`src/rtl/clusterv_tile_sram_arbiter.sv`:
```
// ---------------------------------------------------------------------------
// clusterv_tile_sram_arbiter
//
// Shares the single byte-enable RW port of the tile SRAM between the core
// load/store path (initiator 0) and the tile DMA/debug path (initiator 1).
// One access is granted per cycle. The grant is a combinational function of
// the requests. Reads return one cycle later and are steered back to their
// owner with an rvalid strobe.
//
// Build option:
//   CLUSTERV_TILE_SRAM_ARB_RR_EN defined   -> round-robin on contention
//   CLUSTERV_TILE_SRAM_ARB_RR_EN undefined -> initiator 0 always wins
//
// Ports:
//   clock_i, reset_i            clock, synchronous active-high reset
//   iN_req_i / iN_we_i          request valid / write (1) or read (0)
//   iN_addr_i                   word address
//   iN_byte_en_i                write byte mask
//   iN_write_data_i             write data
//   iN_gnt_o                    request accepted this cycle (combinational)
//   iN_rvalid_o                 read data valid for initiator N
//   iN_read_data_o              SRAM read data, qualify with iN_rvalid_o
//   t_*_o                       SRAM command, all zero when nothing is granted
//   t_read_data_i               SRAM read data, one cycle after t_read_en_o
// ---------------------------------------------------------------------------
module clusterv_tile_sram_arbiter #(
    parameter int ADDR_WIDTH = 8,
    parameter int DATA_WIDTH = 32,
    localparam int BE_WIDTH  = DATA_WIDTH / 8
) (
    input  logic                  clock_i,
    input  logic                  reset_i,

    input  logic                  i0_req_i,
    input  logic                  i0_we_i,
    input  logic [ADDR_WIDTH-1:0] i0_addr_i,
    input  logic [BE_WIDTH-1:0]   i0_byte_en_i,
    input  logic [DATA_WIDTH-1:0] i0_write_data_i,
    output logic                  i0_gnt_o,
    output logic                  i0_rvalid_o,
    output logic [DATA_WIDTH-1:0] i0_read_data_o,

    input  logic                  i1_req_i,
    input  logic                  i1_we_i,
    input  logic [ADDR_WIDTH-1:0] i1_addr_i,
    input  logic [BE_WIDTH-1:0]   i1_byte_en_i,
    input  logic [DATA_WIDTH-1:0] i1_write_data_i,
    output logic                  i1_gnt_o,
    output logic                  i1_rvalid_o,
    output logic [DATA_WIDTH-1:0] i1_read_data_o,

    output logic [ADDR_WIDTH-1:0] t_addr_o,
    output logic                  t_read_en_o,
    output logic                  t_write_en_o,
    output logic [BE_WIDTH-1:0]   t_byte_en_o,
    output logic [DATA_WIDTH-1:0] t_write_data_o,
    input  logic [DATA_WIDTH-1:0] t_read_data_i
);

    logic rd_pend_q, rd_pend_d;
    logic rd_owner_q, rd_owner_d;
    logic prefer1;

`ifdef CLUSTERV_TILE_SRAM_ARB_RR_EN
    // Last granted initiator; resets to 1 so initiator 0 is preferred first.
    logic last_q, last_d;

    assign prefer1 = ~last_q;

    always_comb begin
        last_d = last_q;
        if (i0_gnt_o || i1_gnt_o) begin
            last_d = i1_gnt_o;
        end
    end

    always_ff @(posedge clock_i) begin
        if (reset_i) begin
            last_q <= 1'b1;
        end else begin
            last_q <= last_d;
        end
    end
`else
    assign prefer1 = 1'b0;
`endif

    always_comb begin
        i0_gnt_o       = 1'b0;
        i1_gnt_o       = 1'b0;
        t_addr_o       = '0;
        t_read_en_o    = 1'b0;
        t_write_en_o   = 1'b0;
        t_byte_en_o    = '0;
        t_write_data_o = '0;
        rd_pend_d      = 1'b0;
        rd_owner_d     = rd_owner_q;

        if (!reset_i) begin
            i0_gnt_o = i0_req_i & (~i1_req_i | ~prefer1);
            i1_gnt_o = i1_req_i & (~i0_req_i |  prefer1);
        end

        if (i0_gnt_o) begin
            t_addr_o       = i0_addr_i;
            t_read_en_o    = ~i0_we_i;
            t_write_en_o   = i0_we_i;
            t_byte_en_o    = i0_byte_en_i;
            t_write_data_o = i0_write_data_i;
            rd_pend_d      = ~i0_we_i;
            rd_owner_d     = 1'b0;
        end else if (i1_gnt_o) begin
            t_addr_o       = i1_addr_i;
            t_read_en_o    = ~i1_we_i;
            t_write_en_o   = i1_we_i;
            t_byte_en_o    = i1_byte_en_i;
            t_write_data_o = i1_write_data_i;
            rd_pend_d      = ~i1_we_i;
            rd_owner_d     = 1'b1;
        end
    end

    always_ff @(posedge clock_i) begin
        if (reset_i) begin
            rd_pend_q  <= 1'b0;
            rd_owner_q <= 1'b0;
        end else begin
            rd_pend_q  <= rd_pend_d;
            rd_owner_q <= rd_owner_d;
        end
    end

    // Gating with reset drops a read granted just before reset asserts.
    assign i0_rvalid_o = ~reset_i & rd_pend_q & ~rd_owner_q;
    assign i1_rvalid_o = ~reset_i & rd_pend_q &  rd_owner_q;

    assign i0_read_data_o = t_read_data_i;
    assign i1_read_data_o = t_read_data_i;

endmodule

```
`config.mk`:
```
export PLATFORM = sky130hd
export DESIGN_NAME = clusterv_tile_sram_arbiter
export DESIGN_NICKNAME = d
export VERILOG_FILES = /design/src/rtl/clusterv_tile_sram_arbiter.sv
export SDC_FILE = /design/constraint.sdc
export NUM_CORES = 1
export LEC_CHECK = 0
export ABC_CLOCK_PERIOD_IN_PS = 2400
export CORE_AREA = 10 10 87 89
export DETAILED_ROUTE_END_ITERATION = 6
export DIE_AREA = 0 0 97 99
export HOLD_SLACK_MARGIN = 0.1
export PLACE_DENSITY = 0.91
export SLEW_MARGIN = 20
export SYNTH_ARGS = -nofsm -noshare
export SYNTH_HDL_FRONTEND = slang
export SYNTH_SLANG_ARGS = --single-unit
```
`constraint.sdc`:
```
create_clock -name clock_i -period 2.4 [get_ports clock_i]
set_input_delay 0.48 -clock clock_i [delete_from_list [all_inputs] [get_ports clock_i]]
set_output_delay 0.48 -clock clock_i [all_outputs]
set_load 0.01 [all_outputs]
```
# Word level (Yosys, flattened, before mapping)
# Cells that the tools add are included.
[classes] add_sub_neg=0 n_mul=0 div=0 n_lt_le_gt_ge=0 eq_ne=0 n_shift=0 muxes=12 n_bitwise=9 n_reduce_logical=1
[ops] cell="$mux W32" n=2
[ops] cell="$mux W8" n=2
[ops] cell="$mux W4" n=2
[ops] cell="$mux W1" n=6
[ops] cell="$not A1 Y1" n=5
[ops] cell="$and A1 B1 Y1" n=4
[ops] cell="$reduce_or A2 Y1" n=1
[word_totals] regBits=2 latchBits=0 ram_bits=0 romBits=0 in_bits=126 output_inout_bits=114 word_cells=24 n_memories=0

# Depth between registers and ports, before layout
[depth] word_depth=5 depth_mapped=4

# Worst setup path after synthesis
# Ideal clock, no wire load.
[synth_path] kind="input to output" start="input i0_req_i" end="output t_write_data_o[10]" t_arrival_ns=1.135 required_time_ns=1.920 setup_slack_ns=0.785 cell_stages=4 cell_sequence="nor2b_2 -> buf_4 -> buf_6 -> a32o_1"
[synth_between] elab_chain_cells=5 elab_cells_between_ends=6
[synth_lines] item="start, declared" line="34" source="input logic i0_req_i,"
[synth_lines] item="$not A1 Y1" line="101" source="i1_gnt_o = i1_req_i & (~i0_req_i | prefer1);"
[synth_lines] item="$and A1 B1 Y1" line="101"
[synth_lines] item="$mux W1" line="99" source="if (!reset_i) begin"
[synth_lines] item="$mux W32" line="112" source="end else if (i1_gnt_o) begin"
[synth_lines] item="$mux W32 *" line="104" source="if (i0_gnt_o) begin"
[synth_lines] item="end, declared" line="56" source="output logic [DATA_WIDTH-1:0] t_write_data_o,"
# Every way passes the cells marked *; elsewhere a longest branch is shown, timed or not.

# Worst setup path after layout
[layout_path] start="input reset_i" end="output t_write_data_o[23]"
[layout_between] elab_chain_cells=3 elab_cells_between_ends=4
[layout_lines] item="start, declared" line="32" source="input logic reset_i,"
[layout_lines] item="$mux W1" line="99"
[layout_lines] item="$mux W32" line="112"
[layout_lines] item="$mux W32 *" line="104"
# Marked as above.

==> metrics.yaml <==
status: "complete, no violations"
required_ps: 1920
drv_cap: 0
grt_max_degree: 50
switchingPower_w: 0.0001586
p_sw_frac: 0.2944
first_iter_violations: 46
ant_nets: 0
fin_nets: 340
crit_path_start_kind: "primary input"
area_delta_synth_final_pct: 94.96
p_leak_nw: 0.9687
final_max_slew_viol_count: 0
finalHoldViolations: 0
worst_pin_slew_ps: 247.9
comb_power_share: 0.681
cp_data_arrival_time_ps: 1850
fmax_mhz: 429.4
finalSetupViolations: 0
critical_path.top_delay_family: "buffers and inverters"
finalPower_w: 0.0005387
antenna_found_initial: 0
timing.final.crit_period_ps: 2329
power_density_nw_per_um2: 241.9
core_area_um2: 5851
slew_headroom: 0.8348
cts_tree: "built"
clkSinkCount: 2
insertion_delay_ps: 210
max_stage_delay_ps: 340
die_w_um: 97
sequentialPowerShare: 0.067
pre_cts_slack_ps: -244.7
setup_ws_ps: 71.31
path_max_fanout: 10
dpl.hpwl_um: 4818
setup_tns_ps: 0
mostFrequentLayoutCell: "clkdlybuf4s50_1"
grt_pass1_vias: 1531
ys_ff_latch: 2
die_area_um2: 9603
crit_slowest_cell: "dlygate4sd2_1"
clockBufferDepth: 2
syn_avg_cell_area_um2: 8.400
drive_gt1_frac: 0.07075
grtUsageTotal: 0.1113
syn_nets: 262
ys_seq_area_frac: 0.03505
cp_common_cell: "dlygate4sd2_1"
drc: 0
via_count: 1407
crit_buf_inv: 4
crit_type: "primary input to primary output"
num_rows: 28
drt_wl_total_um: 6006
cts_root_buf: "clkbuf_8"
clock_skew_ps: 0
crit_chain: "dlygate4sd2_1 > nor2_4 > buf_4 > bufbuf_16 > a32o_1 > dlygate4sd2_1"
synth_warnings: 0
overflow: 0
portBuffers: 143
clkPwrFrac: 0.251
timing.final.crit_share: 0.9703
end_kind: "primary output"
internal_power_w: 0.0003801
hold_path.class: "flip-flop to flip-flop"
grt_pass1_wl_um: 9004
io_pins: 240
synth_cells: 136
ys_types: 13
die_h_um: 99
syn_area_um2: 1142
dr.pass1.iters: 4
diodes: 0
initial_core_util: 0.1953
rsz0062_at_grt: "false"
path_clk_slew_ps: 30
ctsHtreeMaxLevel: 1
gp_congestion: 0.6938
cts_made_buffers: 3
final_cell_mix: "clkdlybuf4s50_1, dlygate4sd2_1, a32o_1"
vdd_drop_max_uv: 230.5
viasPerCell: 4.902
wl_per_cell_um: 20.93
## cell families after synthesis
| group | synth area share |
|---|---|
| flops | 0.03505 |
| compound gates | 0.4184 |
| buf+inv | 0.5137 |
| simple gates | 0.03287 |
## final timing paths
kind	from	end	slack (ps)	depth (start not counted)
worst min-delay path	rd_owner_q	rd_owner_q	480	1
worst max register to register	rd_owner_q	rd_owner_q	1810	1
worst min register to register	rd_owner_q	rd_owner_q	480	1
worst max-delay path	reset_i	t_write_data_o[23]	70	6
## stage by stage
step	std cells	util	hold WS, ps	instance area, um2
3_5_place_dp	281	0.3762	480.5	2201
5_1_grt	287	0.3807	506.6	2227
4_1_cts	287	0.3807	486.1	2227
6_report	287	0.3807	479.8	2227
2_1_floorplan	136	-	456.2	1142
3_3_place_gp	281	0.3762	465.1	2201
## flip-flops by register name (all words and copies together) (netlist names)
signal      flops
rd_owner_q      1
rd_pend_q       1
## power groups by stage
stage                     Combinational [W]  Sequential, W  Clock, W
after floorplan                    0.000227      0.0000364         0
after global placement             0.000390      0.0000365         0
after detailed placement           0.000395      0.0000367         0
after CTS                          0.000371      0.0000362  0.000138
after global routing               0.000391      0.0000365  0.000140
final                              0.000367      0.0000362  0.000135
## what timing repair did
action                     CTS  global route
resized for setup           50             0
hold buffers                 0             0
buffers inserted             2             0
setup endpoints to repair   50             0
## synth_stat cells
cell type   n  share of area
buf_4      65           0.43
dfxtp_1     2          0.035
o21a_1      1         0.0066
nor2_2      1         0.0055
inv_1       2         0.0066
and3b_1     1         0.0077
clkbuf_1    3         0.0099
buf_2       7          0.031
buf_6       4          0.039
nor2b_2     1         0.0077
a32o_1     47           0.41
nor3b_1     1         0.0066
and2_1      1         0.0055
## per-layer routing
metal,up-vias,global-route usage,wire [um]
li1,625,-,-
met1,646,0.1181,2251
met2,112,0.1991,3087
met3,24,0.03841,534
met4,0,0.04086,132
met5,-,0,0
## cell type report
| class | instances | area (um2) |
|---|---|---|
| Fill cell | 623 | 3623 |
| Multi-Input combinational cell | 53 | 525.5 |
| Timing Repair Buffer | 152 | 1519 |
| Tap cell | 75 | 93.84 |
| Sequential cell | 2 | 40.04 |
| Inverter | 2 | 7.507 |
| Clock buffer | 3 | 41.29 |
(Power assumes the default switching activity.)
